File: src/rtl/frame_color_stat_pkg.sv
// Shared definitions for the frame colour statistics block: colour codes,
// FSM state encoding, default frame/threshold sizes and the dominance rule.
package frame_color_stat_pkg;

  localparam int CW       = 15;
  localparam int DEF_NPIX = 19200;
  localparam int DEF_THR  = 4800;

  typedef enum logic [1:0] {
    NONE  = 2'd0,
    RED   = 2'd1,
    GREEN = 2'd2,
    BLUE  = 2'd3
  } color_e;

  typedef enum logic [1:0] {
    IDLE   = 2'd0,
    ACC    = 2'd1,
    DECIDE = 2'd2
  } state_e;

  // A colour wins only with a strictly largest count that also reaches thr;
  // any tie for the maximum yields NONE.
  function automatic color_e pick_color(input logic [CW-1:0] r,
                                        input logic [CW-1:0] g,
                                        input logic [CW-1:0] b,
                                        input logic [CW-1:0] thr);
    pick_color = NONE;
    if (r > g && r > b && r >= thr)      pick_color = RED;
    else if (g > r && g > b && g >= thr) pick_color = GREEN;
    else if (b > r && b > g && b >= thr) pick_color = BLUE;
  endfunction

endpackage

File: src/rtl/frame_color_stat_px_classify.sv
// Combinational RGB332 pixel classifier: a channel wins when it exceeds both
// other channels by at least 2 on a common 3-bit scale.
module px_classify
  import frame_color_stat_pkg::*;
(
  input  logic [7:0] px,
  output color_e     cls
);

  logic [3:0] r4;
  logic [3:0] g4;
  logic [3:0] b4;

  // Blue has 2 bits; replicating its MSB stretches it onto the 0..7 scale.
  // The extra leading zero keeps the +2 from wrapping.
  always_comb begin
    r4  = {1'b0, px[7:5]};
    g4  = {1'b0, px[4:2]};
    b4  = {1'b0, px[1:0], px[1]};
    cls = NONE;
    if (r4 >= g4 + 4'd2 && r4 >= b4 + 4'd2)      cls = RED;
    else if (g4 >= r4 + 4'd2 && g4 >= b4 + 4'd2) cls = GREEN;
    else if (b4 >= r4 + 4'd2 && b4 >= g4 + 4'd2) cls = BLUE;
  end

endmodule

File: src/rtl/frame_color_stat.sv
// Per-frame colour statistics: counts red/green/blue pixels over a frame that
// starts at address 1 and spans NPIX pixels, then reports the dominant colour.
module frame_color_stat
  import frame_color_stat_pkg::*;
#(
  parameter int AW   = 15,
  parameter int NPIX = DEF_NPIX,
  parameter int THR  = DEF_THR
) (
  input  logic          pclk,
  input  logic          rst,
  input  logic          px_wr,
  input  logic [AW-1:0] mem_px_addr,
  input  logic [7:0]    mem_px_data,
  output logic [1:0]    color,
  output logic          result_valid,
  output logic [CW-1:0] red_cnt,
  output logic [CW-1:0] green_cnt,
  output logic [CW-1:0] blue_cnt,
  output logic          frame_err
);

  localparam logic [CW-1:0] NPIX_C = CW'(NPIX);
  localparam logic [CW-1:0] THR_C  = CW'(THR);
  // A one-pixel frame is complete as soon as its first pixel is taken.
  localparam state_e START_NEXT = (NPIX_C == CW'(1)) ? DECIDE : ACC;

  color_e        px_cls;
  state_e        state;
  logic [CW-1:0] pix_cnt;
  logic [CW-1:0] r_acc;
  logic [CW-1:0] g_acc;
  logic [CW-1:0] b_acc;
  logic [CW-1:0] is_r;
  logic [CW-1:0] is_g;
  logic [CW-1:0] is_b;
  logic          start_px;

  px_classify u_classify (
    .px  (mem_px_data),
    .cls (px_cls)
  );

  assign is_r     = CW'(px_cls == RED);
  assign is_g     = CW'(px_cls == GREEN);
  assign is_b     = CW'(px_cls == BLUE);
  assign start_px = px_wr && (mem_px_addr == AW'(1));

  always_ff @(posedge pclk or negedge rst) begin
    if (!rst) begin
      state        <= IDLE;
      pix_cnt      <= '0;
      r_acc        <= '0;
      g_acc        <= '0;
      b_acc        <= '0;
      color        <= 2'd0;
      red_cnt      <= '0;
      green_cnt    <= '0;
      blue_cnt     <= '0;
      result_valid <= 1'b0;
      frame_err    <= 1'b0;
    end else begin
      result_valid <= 1'b0;
      frame_err    <= 1'b0;
      case (state)
        IDLE: begin
          if (start_px) begin
            pix_cnt <= CW'(1);
            r_acc   <= is_r;
            g_acc   <= is_g;
            b_acc   <= is_b;
            state   <= START_NEXT;
          end
        end
        ACC: begin
          // Address 1 mid-frame means the source restarted: flag and resync.
          if (start_px && pix_cnt < NPIX_C) begin
            frame_err <= 1'b1;
            pix_cnt   <= CW'(1);
            r_acc     <= is_r;
            g_acc     <= is_g;
            b_acc     <= is_b;
            state     <= START_NEXT;
          end else if (px_wr) begin
            pix_cnt <= pix_cnt + CW'(1);
            r_acc   <= r_acc + is_r;
            g_acc   <= g_acc + is_g;
            b_acc   <= b_acc + is_b;
            if (pix_cnt + CW'(1) == NPIX_C) state <= DECIDE;
          end
        end
        DECIDE: begin
          red_cnt      <= r_acc;
          green_cnt    <= g_acc;
          blue_cnt     <= b_acc;
          color        <= pick_color(r_acc, g_acc, b_acc, THR_C);
          result_valid <= 1'b1;
          state        <= IDLE;
        end
        default: state <= IDLE;
      endcase
    end
  end

endmodule

File: config.mk
export PLATFORM = sky130hd
export DESIGN_NAME = frame_color_stat
export DESIGN_NICKNAME = d
export VERILOG_FILES = /design/src/rtl/frame_color_stat_pkg.sv /design/src/rtl/frame_color_stat_px_classify.sv /design/src/rtl/frame_color_stat.sv
export SDC_FILE = /design/constraint.sdc
export NUM_CORES = 1
export LEC_CHECK = 0
export CAP_MARGIN = 20
export CORE_AREA = 2 2 181 130
export CTS_CLUSTER_SIZE = 12
export DETAILED_ROUTE_END_ITERATION = 6
export DIE_AREA = 0 0 183 132
export PLACE_DENSITY = 0.47
export SLEW_MARGIN = 10
export SYNTH_ARGS = -nofsm -noshare
export SYNTH_HDL_FRONTEND = slang
export SYNTH_HIERARCHICAL = 1
export SYNTH_SLANG_ARGS = --single-unit
export TNS_END_PERCENT = 1
File: constraint.sdc
create_clock -name pclk -period 3.6 [get_ports pclk]
set_input_delay 0.72 -clock pclk [delete_from_list [all_inputs] [get_ports pclk]]
set_output_delay 0.72 -clock pclk [all_outputs]
set_load 0.02 [all_outputs]
* After elaboration in Yosys (flattened, before gate mapping)
Cells that the tools add are included.
Word-level totals: register bits 111, bits in latches 0, RAM bits 0, bits in read-only memories 0, input bits 26, output and inout bits 49, word-level logic and storage cells 89, memories 0
Cells by class: add/subtract/negate cells 7, multiply operators 0, divide/modulo/power cells 0, $lt $le $gt $ge 16, eq/ne operators 10, shift operators 0, mux-type cells 30, bitwise gates (word level) 0, reductions and logical operators 15
Operator list (number):
- $mux W15 | 12
- $pmux W15 S2 | 4
- $gt A15 B15 Y1 | 6
- $add A15 B1 Y15 | 3
- $ge A15 B13 Y1 const B | 3
- $ge A3 B4 Y1 | 6
- $mux W2 | 10
- $add A15 B1 Y15 const B | 1
- $eq A15 B1 Y1 const B | 1
- $eq A15 B15 Y1 const B | 1
- $lt A15 B15 Y1 const B | 1
- $add A3 B2 Y4 const B | 3
- $logic_and A1 B1 Y1 | 11
- $eq A2 B2 Y1 const B | 3
- $ne A3 B3 Y1 const B | 2
- $reduce_and A3 Y1 | 2
- $eq A2 B1 Y1 const B | 2
- $pmux W2 S2 | 1
- $mux W1 | 3
- $logic_not A2 Y1 | 1
- $ne A2 B2 Y1 const B | 1
- $reduce_bool A2 Y1 | 1

* Logic depth before layout (Yosys ltp)
word-level depth 11, mapped depth 13, mapped depth without buffers 13

* By module
Netlist, hierarchy kept.
By module, submodules not included:
- frame_color_stat | times used 1, cells each 701, area each 6276.0 µm², sequential area each 2777.7 µm²
- px_classify | times used 1, cells each 45, area each 335.3 µm², sequential area each 0.0 µm²

* Worst setup path after synthesis
Ideal clock, no wire load.
path kind input -> register, start point input mem_px_data[1], end point register b_acc[5], library setup time 0.132 ns, arrival 2.842 ns, data required time 3.468 ns, path slack 0.626 ns, stages on the path 12, path through inv_1 > ha_1 > nand2b_1 > a221oi_1 > or3_1 > a21oi_1 > and2_1 > ha_1 > nand2_1 > or4_1 > xor2_1 > nor2_1
Between the ends: longest elaborated chain between the ends 10, elaborated cells between the ends (all ways) 16, those cells by class add/sub: 2; order compare: 4; eq/ne: 1; mux: 6; reduce/logical: 3
Ends and longest elaborated chain:
- from (decl) | line frame_color_stat.sv:14 | input logic [7:0] mem_px_data,
- $add A3 B2 Y4 or $ge A3 B4 Y1 (tied branches) | line frame_color_stat_px_classify.sv:21, frame_color_stat_px_classify.sv:22, frame_color_stat_px_classify.sv:23
- $ge A3 B4 Y1 or $logic_and A1 B1 Y1 (tied branches) | line frame_color_stat_px_classify.sv:22, frame_color_stat_px_classify.sv:23
- $logic_and A1 B1 Y1 or $mux W2 (tied branches) | line frame_color_stat_px_classify.sv:22, frame_color_stat_px_classify.sv:23
- $mux W2 | line frame_color_stat_px_classify.sv:22 | else if (g4 >= r4 + 4'd2 && g4 >= b4 + 4'd2) cls = GREEN;
- $mux W2 * | line frame_color_stat_px_classify.sv:21 | if (r4 >= g4 + 4'd2 && r4 >= b4 + 4'd2) cls = RED;
- named net px_cls[1] | line frame_color_stat.sv:28 | color_e px_cls;
- $eq A2 B2 Y1 * | line frame_color_stat.sv:46 | assign is_b = CW'(px_cls == BLUE);
- $add A15 B1 Y15 * | line frame_color_stat.sv:88 | b_acc <= b_acc + is_b;
- $mux W15 * | line frame_color_stat.sv:84 | end else if (px_wr) begin
- $mux W15 * | line frame_color_stat.sv:77 | if (start_px && pix_cnt < NPIX_C) begin
- $pmux W15 S2 * | line frame_color_stat.sv:65 | case (state)
- to (signal assigned) | line frame_color_stat.sv:71 | b_acc <= is_b;
- to (signal assigned) | line frame_color_stat.sv:82 | b_acc <= is_b;
- to (signal assigned) | line frame_color_stat.sv:88
- to (decl) | line frame_color_stat.sv:33 | logic [CW-1:0] b_acc;
The timed path passes the listed nets; every way through them passes the cells marked *. The select of a mux whose other input is x is not followed. A chain may end at the register's enable or synchronous reset.

* Worst setup path in the final report
start point input mem_px_data[3], end point register g_acc[11]
Between the ends: longest elaborated chain between the ends 11, elaborated cells between the ends (all ways) 16, those cells by class add/sub: 2; order compare: 4; eq/ne: 1; mux: 6; reduce/logical: 3
Ends and longest elaborated chain:
- $add A3 B2 Y4 | line frame_color_stat_px_classify.sv:21, frame_color_stat_px_classify.sv:23
- $ge A3 B4 Y1 | line frame_color_stat_px_classify.sv:23 | else if (b4 >= r4 + 4'd2 && b4 >= g4 + 4'd2) cls = BLUE;
- $logic_and A1 B1 Y1 | line frame_color_stat_px_classify.sv:23
- $mux W2 | line frame_color_stat_px_classify.sv:23
- $mux W2 | line frame_color_stat_px_classify.sv:22
- $mux W2 * | line frame_color_stat_px_classify.sv:21
- named net px_cls[1] | line frame_color_stat.sv:28
- $eq A2 B2 Y1 * | line frame_color_stat.sv:45 | assign is_g = CW'(px_cls == GREEN);
- $add A15 B1 Y15 * | line frame_color_stat.sv:87 | g_acc <= g_acc + is_g;
- $mux W15 * | line frame_color_stat.sv:84
- $mux W15 * | line frame_color_stat.sv:77
- $pmux W15 S2 * | line frame_color_stat.sv:65
- to (signal assigned) | line frame_color_stat.sv:70 | g_acc <= is_g;
- to (signal assigned) | line frame_color_stat.sv:81 | g_acc <= is_g;
- to (signal assigned) | line frame_color_stat.sv:87
- to (decl) | line frame_color_stat.sv:32 | logic [CW-1:0] g_acc;
Marked as above.

==> results.md <==
- TritonCTS buffer count: 9
- Area share of the largest cell type after synthesis: 42.0%
- GRT Resource Usage Total: 16.8%
- Max-slew headroom: 41.8%
- Die Height: 132 um
- Power per standard cell area: 407 nW/um^2
- Syn Inst Count: 746
- YS warnings: 6
- Commonest non-fill, non-tap cell in the layout: nand2_1
- Crit Reg-Reg Endpoint: pix_cnt[7]
- Clock Latency Late Sink: 360 ps
- Status: complete, no violations
- # rows: 46
- Via count: 5,586
- Initial DRC Count: 385
- MaxCap Viol Count: 0
- Syn Area/Cell: 8.86 um^2
- Worst-Margin Slew: 870 ps
- Most frequent cells in the layout: 116 x nand2_1, 111 x dfrtp_1, 73 x clkdlybuf4s50_1, 66 x nor2_1
- P&R area growth vs syn: 22.4%
- First-pass GRT wire length: 31.8 mm
- Reg2Reg Setup Slack: 1000 ps
- Gpl congestion: 0.834
- Largest net degree at the start of global routing: 76
- Syn nets: 836
- PostCTS Resize Cnt: 0
- Post-Syn Area: 6610 um^2
- Top-Level Pins: 75
- Number of global-route vias before repair: 5,518
- Die W: 183 um
- Worst endpoint required time: 3890 ps
- CTS Hold Buffers Added: 0
- Final setup violation count: 0
- Tcrit/Tclk final: 93.7%
- Ys flop type: dfrtp_1
- Register bit total from synthesis: 111
- Drt drc: 0
- Clk_skew: 9.01 ps
- Max Clk Rate: 296 MHz
- Peak VDD IR: 231 uV
- Final hold vios: 0
- CTS root buf: clkbuf_16
- Post-DRT Antenna Nets: 0
- Htree depth: 3
- Startpoint Class: primary input
- Post-CTS Setup Inserts: 0
- # placed instances: 1,103
- Crit end category: register
- Final #Nets: 916
- CTS tree: yes
- Leak pwr: 3.64 nW
- Total Die Area: 24,200 um^2
- Worst reg2reg path depth: 7
- RSZ-0062 raised after global routing: no
- Wire length per cell: 17.3 um
- WL final: 19.4 mm
- CTS sink count: 111
- Diodes inserted: 0
- Initial antenna violation count: 0
- Port Buffers: 74
- Post-synth ARST share: 100%
- HP Class: in -> async
- Gr ovfl total: 0
- WP data arrival: 3660 ps
- RR Startpoint: pix_cnt[11]
- Synth area leaders: dfrtp_1 42%, ha_1 12%, nand2_1 6.6%, o21ai_0 4.8%, nor2_1 3.7%
- Worst setup path class: in -> reg
- Largest fanout on the critical path: 3
- Seq/Total Area, Yosys: 42.0%
- Via/cell ratio: 4.99
- Core region area: 22,300 um^2
- Layout Cells excl Fill: 1,119
- Unique cell type count in the Yosys netlist: 50
- Initial Util: 29.6%
- Clk buf depth: 2
- Drt first pass iters: 5
- Clock period minus worst slack: 3370 ps
- Clock Pin Slew Worst Setup and Hold Paths: 80 ps
- DPL Wire Length: 14.3 mm
- Share of layout cells above drive strength 1: 6.38%
- Fin util: 36.2%
- Yosys top cell by area: dfrtp_1
- Pwr Total: 3.29 mW
- Max Transition Viols Final: 0
- Fill cells: 2,332
- Post-synth EDFFs: 0
[layout make-up]
class                      count  area [um^2]  share of cell area [%]
clock buffer                   9          225                    2.78
clock inverter                 7         63.8                   0.789
tap                          288          360                    4.45
inverter                      43          161                    2.00
timing repair buffer          98          943                    11.7
sequential                   111         2780                    34.3
multi-input combinational    563         3560                    44.0
[how the worst max path moves through the flow]
stage                      endpoint  cells after the start           start  slack (ps)
after floorplan            b_acc[5]                     12  mem_px_data[1]         630
after global placement    g_acc[12]                     14  mem_px_data[1]        -110
after detailed placement  g_acc[11]                     12  mem_px_data[3]        -140
after CTS                 g_acc[11]                     12  mem_px_data[3]         230
after global routing      g_acc[14]                     13  mem_px_data[3]           6
final                     g_acc[11]                     12  mem_px_data[3]         230
[synth_stat cells (3+ instances only)]
cell type / n
a221oi_1: 6
nand3_1: 24
nand4_1: 38
a21oi_1: 32
o211ai_1: 3
nand2_1: 117
a31oi_1: 7
o21ai_0: 64
nor2b_1: 3
xnor2_1: 27
a211oi_1: 12
and3_1: 9
nor3_1: 14
buf_2: 11
nand3b_1: 3
and2_1: 3
or3_1: 5
inv_1: 42
nor4_2: 3
nor2_1: 66
a221o_1: 3
nor4_1: 12
xor2_1: 10
a21o_1: 4
clkbuf_1: 16
ha_1: 64
nand2b_1: 8
dfrtp_1: 111
[registers in the layout, summed over array words and instances (netlist names)]
register,count
r_acc,15
blue_cnt,15
g_acc,15
color,2
state,2
frame_err,1
pix_cnt,15
b_acc,15
result_valid,1
green_cnt,15
red_cnt,15
[per-stage QoR]
stage | hold WS (ps) | instance area (um^2) | setup slack, ps | setup TNS [ps]
finish | 323 | 8090 | 226 | 0
global route | 357 | 8090 | 6.35 | 0
CTS | 341 | 8090 | 233 | 0
detailed placement | 462 | 7800 | -144 | -1470
global placement | 463 | 7800 | -109 | -981
floorplan | 424 | 6610 | 626 | 0
[cell families (layout without fill, tap and decap cells)]
group | after synthesis | count (layout) | synth area share [%]
fa+ha+maj | 64 | 64 | 12.1
compound gates | 149 | 149 | 13.8
flops | 111 | 111 | 42.0
xor+xnor | 37 | 37 | 4.90
buf+inv | 72 | 157 | 4.41
simple gates | 313 | 313 | 22.8
[power by group]
part / leakage, nW / switching [mW] / internal [mW]
sequential: 1.46 / 0.173 / 1.35
clock: 0.136 / 0.544 / 0.488
combinational: 2.04 / 0.435 / 0.307
[worst max-delay path, stage by stage]
cell and delay, ps:
clkdlybuf4s50_1 470, ha_1 360, nor2_1 100, o21ai_0 120, or3_1 360, a21oi_1 230
nor2b_1 270, ha_1 250, and2_1 160, nand4_1 110, or3_1 340, a21oi_1 160
[per-layer routing]
| metal | up-vias | global-route usage, % | part of all wire, % |
|---|---|---|---|
| met5 | - | 0 | 0 |
| met2 | 122 | 22.5 | 39 |
| met3 | 9 | 2.85 | 4.0 |
| met4 | 0 | 2.98 | 0.72 |
| met1 | 2650 | 27.8 | 57 |
| li1 | 2805 | - | - |
Power figures use the tool's default switching activity.
